## config.mk

```make
export PLATFORM = sky130hd
export DESIGN_NAME = ofdm_dac_if
export DESIGN_NICKNAME = d
export VERILOG_FILES = /design/src/rtl/ofdm_dac_if.sv
export SDC_FILE = /design/constraint.sdc
export NUM_CORES = 1
export LEC_CHECK = 0
export BUFFER_PORTS_ARGS = -buffer_cell sky130_fd_sc_hd__buf_4
export CORE_UTILIZATION = 41
export DETAILED_ROUTE_END_ITERATION = 10
export SETUP_SLACK_MARGIN = 0.2
export SYNTH_ARGS = -nofsm -noshare
export SYNTH_HDL_FRONTEND = slang
export SYNTH_SLANG_ARGS = --single-unit
```

## constraint.sdc

```tcl
create_clock -name clk -period 3.35 [get_ports clk]
set_clock_uncertainty 0.15 [all_clocks]
set_input_delay 0.5025 -clock clk [delete_from_list [all_inputs] [get_ports clk]]
set_output_delay 0.5025 -clock clk [all_outputs]
set_load 0.01 [all_outputs]
```

## src/rtl/ofdm_dac_if.sv

```systemverilog
// ofdm_dac_if: strobe-synchronised, bias-added, saturating DAC output with underrun recovery
// Define DAC_CLIP_EN to clamp samples to +/-CLIP_LEVEL before the bias is added.
module ofdm_dac_if #(
  parameter int WIDTH      = 10,
  parameter int CLIP_LEVEL = 384,
  parameter int TIMEOUT    = 4
) (
  input  logic             clk,
  input  logic             reset,
  input  logic             i_enable,
  input  logic [WIDTH-1:0] i_sample,
  input  logic             i_strobe,
  input  logic [WIDTH-1:0] i_bias,
  input  logic             i_clear_err,
  output logic [WIDTH-1:0] o_dac_data,
  output logic             o_dac_clk,
  output logic             o_underrun,
  output logic [15:0]      o_sample_cnt,
  output logic [1:0]       o_state
);
  typedef enum logic [1:0] {IDLE = 2'd0, RUN = 2'd1, UNDERRUN = 2'd2} state_t;
  localparam int CW = $clog2(TIMEOUT + 1);
  localparam logic signed [WIDTH+1:0] CLIP_P = (WIDTH+2)'(CLIP_LEVEL);
`ifdef DAC_CLIP_EN
  localparam bit CLIP_ON = 1'b1;
`else
  localparam bit CLIP_ON = 1'b0;
`endif
  state_t                   state;
  logic                     strobe_d, pend, edge_det, accept, timeout;
  logic [CW-1:0]            idle_cnt;
  logic signed [WIDTH+1:0]  ext, smp, sum;
  logic [WIDTH-1:0]         sat;
  assign o_state = state;
  always_comb begin
    edge_det = i_strobe & ~strobe_d;
    accept   = edge_det & i_enable;
    timeout  = i_enable && state == RUN && !edge_det && idle_cnt + CW'(1) == CW'(TIMEOUT);
    ext      = {{2{i_sample[WIDTH-1]}}, i_sample};
    smp      = (CLIP_ON && ext > CLIP_P) ? CLIP_P : (CLIP_ON && ext < -CLIP_P) ? -CLIP_P : ext;
    sum      = smp + $signed({2'b00, i_bias});
    sat      = sum[WIDTH+1] ? '0 : sum[WIDTH] ? '1 : sum[WIDTH-1:0];
  end
  always_ff @(posedge clk or posedge reset) begin
    if (reset) begin
      state        <= IDLE;
      strobe_d     <= 1'b0;
      pend         <= 1'b0;
      idle_cnt     <= '0;
      o_dac_data   <= '0;
      o_dac_clk    <= 1'b0;
      o_underrun   <= 1'b0;
      o_sample_cnt <= '0;
    end else begin
      strobe_d <= i_strobe;
      if (!i_enable) begin
        state      <= IDLE;
        pend       <= 1'b0;
        o_dac_clk  <= 1'b0;
        o_dac_data <= i_bias;
        idle_cnt   <= '0;
      end else if (accept) begin
        state        <= RUN;
        pend         <= 1'b1;
        o_dac_clk    <= pend;
        o_dac_data   <= sat;
        idle_cnt     <= '0;
        o_sample_cnt <= o_sample_cnt + 16'd1;
      end else if (state == RUN) begin
        pend      <= 1'b0;
        o_dac_clk <= pend;
        idle_cnt  <= idle_cnt + CW'(1);
        if (timeout) state <= UNDERRUN;
      end else begin
        pend       <= 1'b0;
        idle_cnt   <= '0;
        o_dac_data <= i_bias;
        o_dac_clk  <= state == UNDERRUN ? ~o_dac_clk : 1'b0;
      end
      o_underrun <= timeout ? 1'b1 : i_clear_err ? 1'b0 : o_underrun;
    end
  end
endmodule
```

# Yosys cells after proc, flatten, opt, wreduce, memory -nomap -nowiden
# Index checks and enable logic that the tools add are counted.
[classes]
addsub = 3
n_eq_ne = 6
mux = 20
n_bitwise = 4
reduce_logical = 7
[op_table]
columns = ["op", "count"]
rows = [
  ["two-way mux 10 bit", 5],
  ["adder 16 x 1 -> 16 bit, second input constant", 1],
  ["adder 10 x 11 -> 12 bit", 1],
  ["two-way mux 3 bit", 3],
  ["two-way mux 1 bit", 8],
  ["two-way mux 2 bit", 4],
  ["!= test 3 x 1 -> 1 bit, second input constant", 2],
  ["AND reduction 2 bit", 2],
  ["adder 3 x 1 -> 3 bit, second input constant", 1],
  ["== test 3 bit, second input constant", 1],
  ["logical AND 1 bit", 3],
  ["!= test 3 bit, second input constant", 1],
  ["AND 1 bit", 2],
  ["== test 2 x 1 -> 1 bit, second input constant", 1],
  ["== test 2 bit, second input constant", 1],
  ["NOT 1 bit", 2],
  ["nonzero test 2 bit", 1],
  ["logical NOT 1 bit", 1],
]
[word_totals]
regBits = 35
inputBits = 25

# Logic depth before layout (Yosys ltp)
# Gate-level depths: netlist of the first run.
[logic_depth]
ltp_word = 9
mapped_depth = 8
depth_no_buf = 8

# Worst setup path after synthesis of the first run
# No wires, ideal clock.
[synth_path]
path_type = "input to register"
startpoint = "in i_sample[0]"
endpoint = "reg o_dac_data[9]"
arrival_ns = 2.090
required_ns = 3.057
setup_slack_ns = 0.967
path_stages = 8
n_path_buf = 0
path_cell_list = "ha_1 fa_1 a21oi_1 o211ai_1 o211ai_2 xnor2_2 nor3_1 o221ai_1"
[synth_via]
elab_chain_cells = 5
[synth_lines]
columns = ["element", "line", "text"]
rows = [
  ["start, declared", "11", "input logic [WIDTH-1:0] i_sample,"],
  ["adder 10 x 11 -> 12 bit (*)", "41", "sum = smp + $signed({2'b00, i_bias});"],
  ["two-way mux 10 bit", "42", "sat = sum[WIDTH+1] ? '0 : sum[WIDTH] ? '1 : sum[WIDTH-1:0];"],
  ["two-way mux 10 bit (*)", "42", ""],
  ["two-way mux 10 bit (*)", "62", "end else if (accept) begin"],
  ["two-way mux 10 bit (*)", "56", "if (!i_enable) begin"],
  ["end signal, assigned", "60", "o_dac_data <= i_bias;"],
  ["end signal, assigned", "66", "o_dac_data <= sat;"],
  ["end signal, assigned", "77", "o_dac_data <= i_bias;"],
  ["end, declared", "15", "output logic [WIDTH-1:0] o_dac_data,"],
]
# Mark *: on every way between the ends. The rest lies on a longest branch, timed or not.
# A chain may end at the register's enable or synchronous reset.

# Worst setup path in the final report of the first run
[layout_path]
startpoint = "reg strobe_d"
endpoint = "reg o_dac_data[2]"
[layout_via]
elab_chain_cells = 5
word_cells_on_any_way = 6
cone_classes = "eq/ne (1); mux (2); bitwise (3)"
[layout_lines]
columns = ["element", "line", "text"]
rows = [
  ["start, declared", "30", "logic strobe_d, pend, edge_det, accept, timeout;"],
  ["start signal, assigned", "55", "strobe_d <= i_strobe;"],
  ["NOT 1 bit (*)", "36", "edge_det = i_strobe & ~strobe_d;"],
  ["AND 1 bit (*)", "36", ""],
  ["AND 1 bit (*)", "37", "accept = edge_det & i_enable;"],
  ["two-way mux 10 bit", "62", ""],
  ["two-way mux 10 bit", "56", ""],
]
# Marked as above.

==> impl_metrics.ini, run 1 <==
[status]
status = finished clean

[placed_design]
dp_hpwl_um = 3260
finalWeightedCongestion = 0.759
port_buffers = 54

[yosys]
synth_top_area_share_pct = 43.2
syn_inst = 207
netlist_area_um2 = 2030
synth-async-reset-ratio_pct = 100
synth_edf_count = 0
synthFlopType = dfrtp_1
synthTopCellsByArea = dfrtp_1 (43%), ha_1 (8.6%), nand2_1 (6.3%)
yosysWarnings = 0
synth_seq_cells = 35
synth_top_area_cell = dfrtp_1
syn_nets = 247
ys_seq_area_share_pct = 43.2
synth.distinct_cells = 42
syn_avg_cell_area_um2 = 9.80

[global_routing]
grt_max_degree = 36
antenna_found_initial = 0
track_usage_pct = 18.9
grt_pass1_wl_um = 7650
grt_pass1_vias = 1711
overflow = 0

[cts]
htreeDepth = 2
clk_latency_ps = 290
cts_tree = yes
clockRootBuffer = clkbuf_8
numCtsBuffers = 5
postCtsSetupBuffers = 0
hold_buffers = 0
clock-sinks = 35
clk_pin_slew_ps = 80
cts_buffer_depth = 2
cts_resized = 0

[power_and_ir_drop]
p_int_w = 0.000773
vdd_drop_max_v = 0.000353
p_per_area_nw_per_um2 = 437
clkPwrFrac_pct = 27.6
power_frac_comb_pct = 26.7
net-switching-power_w = 0.000367
p_total_w = 0.00114
swShare_pct = 32.2
p_seq_share_pct = 45.6
power.leakage_nw = 1.27

[layout]
layout.nets = 306
layout_common_cells = buf_4 (57), dfrtp_1 (35), nand2_1 (34)
regArea_um2 = 876
fillers = 455
mostFrequentLayoutCell = buf_4
drive_gt1_share_pct = 27.7
antenna_cells = 0
multi_input_area_um2 = 1110
area_growth_pct = 28.7

[floorplan]
core_area_um2 = 4750
die_area_um2 = 5230
rows = 25
die_x_um = 72.3
io_pins = 55
die_h_um = 72.3
initial_utilization_pct = 42.7

[critical_path]
crit_slowest_cell = nand3b_1
required_ps = 3400
startpoint_type = register
critical_path_class = reg2reg
slowest_delay_ps = 490
crit_chain = nand3b_1 -> buf_4 -> or3_1 -> nor3_1 -> nor3_4 -> o221ai_1
worst_ep_arrival_time_ps = 2440
endpoint_kind = register
worstPathMaxFanout = 14

[job]
maxCapViolations = 0

[sta]
rsz0062_at_grt = no
maxSlewViolCount = 0
fmax_mhz = 418
slew_headroom_pct = 61.1
hold_viol = 0
layout_min_cycle_time_ps = 2390
min_period_over_period_pct = 71.3
setup_viol = 0
tns_ps = 0
worst_slew_pin_slew_ps = 582

[drt]
vias_per_cell = 5.15
vias = 1720
drt-total-wl_um = 4350
drc = 0
drt_iter0_drc = 101
ant_nets = 0
first_pass_iters = 4
wire_per_inst_um = 13.0

[worst_hold_path]
worstHoldPathType = in2async
==> power groups by stage <==
stage               clock, W  combinational, W  sequential (W)
floorplan                  0          0.000158        0.000541
global placement           0          0.000306        0.000529
detailed placement         0          0.000307        0.000529
CTS                 0.000327          0.000309        0.000521
global route        0.000348          0.000345        0.000529
finish              0.000315          0.000305        0.000520
==> synthesized netlist by cell type, types with 3 or more instances <==
library cell   n
a21oi_1        8
dfrtp_1       35
inv_1          6
xor2_1         6
or3_1          3
o21ai_0        7
nor3_1         4
nor2_1        14
nand3_1        7
and3_1         4
nand4_1        4
nor2b_1        3
a21o_1         3
nand2_1       34
xnor2_1       14
ha_1          14
o221ai_1      10
==> critical path: cells and delay by family, from the launching register on <==
family                 cells  cell delay (ps)
AOI/OAI and AO/OA          1              210
buffers and inverters      1              340
DFF                        1              380
and+or+nand+nor            4             1220
==> state kept, by name, indices dropped and copies added, names as in the netlist <==
name          cells
o_dac_data       10
o_dac_clk         1
o_sample_cnt     16
o_underrun        1
o_state           2
idle_cnt          3
strobe_d          1
pend              1
==> layer usage <==
metal / vias to the layer above / global-route usage, % / part of all wire (%)
met4: 0 / 7.19 / 1.3
met1: 809 / 24.4 / 47
met3: 5 / 5.28 / 4.6
met2: 44 / 30.2 / 48
met5: - / 0 / 0
li1: 862 / - / -
==> through the flow <==
step	std cells	hold WS (ps)	worst slack, ps	utilization (%)	area (um^2)
detailed placement	326	289	631	52.9	2520
finish	334	161	960	54.9	2610
global route	334	172	772	54.9	2610
global placement	326	281	683	52.9	2520
floorplan	207	268	967	-	2030
CTS	334	177	917	54.9	2610
==> path summary, 6_finish.rpt <==
path / start / endpoint / slack [ps] / cells after the start
worst min-delay path: reset / o_sample_cnt[13]$_DFFE_PP0P_ / 160 / 3
worst max register to register: strobe_d$_DFF_PP0_ / o_dac_data[2]$_DFFE_PP0P_ / 960 / 6
worst min register to register: idle_cnt[0]$_DFF_PP0_ / idle_cnt[0]$_DFF_PP0_ / 300 / 1
worst max-delay path: strobe_d$_DFF_PP0_ / o_dac_data[2]$_DFFE_PP0P_ / 960 / 6
min in group clk: i_strobe / strobe_d$_DFF_PP0_ / 190 / 1
max in group asynchronous: reset / strobe_d$_DFF_PP0_ / 2570 / 3
==> cells by family (layout without fill, tap and decap cells) <==
family | after synthesis | in the layout | synth area share, %
AO/OA/AOI/OAI | 41 | 41 | 15.1
XOR/XNOR | 21 | 21 | 9.44
AND/OR/NAND/NOR | 84 | 84 | 20.2
flip-flops | 35 | 35 | 43.2
buffers and inverters | 11 | 71 | 2.47
adder cells (fa/ha/maj) | 15 | 15 | 9.62
==> cell type report <==
| type | instances | area share, % |
|---|---|---|
| Sequential cell | 35 | 33.6 |
| Tap cell | 67 | 3.21 |
| Timing Repair Buffer | 57 | 16.4 |
| Multi-Input combinational cell | 161 | 42.4 |
| Inverter | 6 | 0.863 |
| Clock buffer | 5 | 2.64 |
| Clock inverter | 3 | 0.911 |
No activity file was read; power rests on OpenSTA's default activity.
==> run 2, diff against run 1 <==
--- a/config.mk
+++ b/config.mk
@@ -8,6 +8,7 @@
 export BUFFER_PORTS_ARGS = -buffer_cell sky130_fd_sc_hd__buf_4
 export CORE_UTILIZATION = 41
 export DETAILED_ROUTE_END_ITERATION = 10
+export PLACE_DENSITY = 0.67
 export SETUP_SLACK_MARGIN = 0.2
 export SYNTH_ARGS = -nofsm -noshare
 export SYNTH_HDL_FRONTEND = slang
==> constraint.sdc (replaced) <==
create_clock -name clk -period 2.1 [get_ports clk]
set_clock_uncertainty 0.15 [all_clocks]
set_input_delay 0.315 -clock clk [delete_from_list [all_inputs] [get_ports clk]]
set_output_delay 0.315 -clock clk [all_outputs]
set_load 0.01 [all_outputs]
==> run 2 against run 1 <==
Net effect:
- first-iteration DRC count fell by 7.9%
- largest power group unchanged
- sequential share of layout area shrank 5.3 points
- sequential power is 61% higher
- design area up 19%
- die area stayed put
- flip-flop and latch count stayed put
==> impl_metrics.ini, run 2 (synthesis gave the netlist of run 1 again) <==
[cts]
numCtsBuffers = 5
cts_tree = yes
clk_pin_slew_ps = 70
htreeDepth = 2
cts_buffer_depth = 2
clockRootBuffer = clkbuf_8
clock-sinks = 35
clk_latency_ps = 280

[power_and_ir_drop]
power.leakage_nw = 1.50
vdd_drop_max_v = 0.000476
p_per_area_nw_per_um2 = 700

[global_routing]
track_usage_pct = 20.5
grt_max_degree = 36
grt_pass1_vias = 1849
antenna_found_initial = 0
grt_pass1_wl_um = 8350
overflow = 0

[job]
maxCapViolations = 0

[sta]
min_period_over_period_pct = 94.5
worst_slew_pin_slew_ps = 444
slew_headroom_pct = 70.4
layout_min_cycle_time_ps = 1990
setup_ws_ps = 115
fmax_mhz = 504
maxSlewViolCount = 0
rsz0062_at_grt = yes
setup_viol = 0
hold-worst-slack_ps = 10.2
hold_viol = 0
tns_ps = 0

[floorplan]
rows = 25
die_area_um2 = 5230
die_h_um = 72.3
io_pins = 55
initial_utilization_pct = 42.7
core_area_um2 = 4750
die_x_um = 72.3

[placed_design]
placed_area_um2 = 2800
dp_slack_ps = -251
finalWeightedCongestion = 0.790
dp.cells = 356
dp_hpwl_um = 3670
port_buffers = 54

[drt]
drt-total-wl_um = 4980
first_pass_iters = 4
vias = 1877
drc = 0
drt_iter0_drc = 93
wire_per_inst_um = 13.4
ant_nets = 0
vias_per_cell = 5.05

[status]
status = finished clean

[layout]
largest_reg_flops = 16
layout_common_cells = buf_4 (89), dfrtp_1 (35), nand2_1 (34), xnor2_1 (14), nor2_1 (13)
layout.nets = 344
drive_gt1_share_pct = 40.7
mostFrequentLayoutCell = buf_4
antenna_cells = 0
final_area_um2 = 3100
top_register = o_sample_cnt
reg_top3 = o_sample_cnt: 16 flops, o_dac_data: 10 flops, idle_cnt: 3 flops
area_growth_pct = 53.0
fin_cells = 372

[critical_path]
startpoint_type = input pin
r2r_cells = 6
worstPathMaxFanout = 10
required_ps = 2140
endpoint_kind = register
critical_path_class = in2reg
worst_ep_arrival_time_ps = 2020

[worst_hold_path]
worstHoldPathType = in2reg
worstHoldPathCells = 1
[run 2: cell type report]
type | instances | area [um^2]
clock buffers | 6 | 72.6
clock inverters | 2 | 60.1
fillers | 404 | 1650
inverters | 6 | 22.5
multi-input cells | 162 | 1250
flip-flops and latches | 35 | 876
well taps | 67 | 83.8
repair buffers | 94 | 736
[run 2: repair_timing]
| action | 4_1_cts | 5_1_grt |
|---|---|---|
| buffers inserted | 4 | 2 |
| endpoints found under the hold margin | 28 | 0 |
| gates cloned | 1 | 0 |
| pin swaps | 22 | 11 |
| setup endpoints to repair | 14 | 14 |
| resized for setup | 8 | 10 |
| hold buffers | 1 | 0 |
[run 2: critical path, stage by stage]
cell and delay (ps):
buf_4 130, ha_1 260, a21o_1 130, nand4_1 190
a211oi_4 340, o2111a_2 250, nor3_4 50, buf_12 140
o221ai_1 200
[run 2: stage by stage]
step | power (W) | util (%)
floorplan | 0.00112 | -
global placement | 0.00140 | 58.9
detailed placement | 0.00141 | 58.9
CTS | 0.00217 | 64.0
global route | 0.00230 | 65.3
finish | 0.00217 | 65.3
[run 2: path summary, 6_finish.rpt]
check	slack, ps	startpoint	endpoint
max	110	i_bias[1]	o_dac_data[5]$_DFFE_PP0P_
min	10	i_strobe	strobe_d$_DFF_PP0_
max reg2reg	160	strobe_d$_DFF_PP0_	o_dac_data[5]$_DFFE_PP0P_
min reg2reg	300	idle_cnt[0]$_DFF_PP0_	idle_cnt[0]$_DFF_PP0_
max in group asynchronous	940	reset	strobe_d$_DFF_PP0_
min in group asynchronous	540	reset	o_sample_cnt[13]$_DFFE_PP0P_
[run 2: power breakdown]
part           switching (W)  total [W]  internal, W
sequential         0.0000847   0.000835     0.000750
clock               0.000238   0.000712     0.000475
combinational       0.000284   0.000624     0.000340
[run 2: layer usage]
metal | GRT usage [%] | share of wire (%) | wire (um) | vias up
li1 | - | - | - | 938
met1 | 27.4 | 46 | 2280 | 896
met2 | 34.0 | 50 | 2490 | 39
met3 | 4.17 | 3.1 | 155 | 4
met4 | 5.01 | 0.84 | 42 | 0
met5 | 0 | 0 | 0 | -
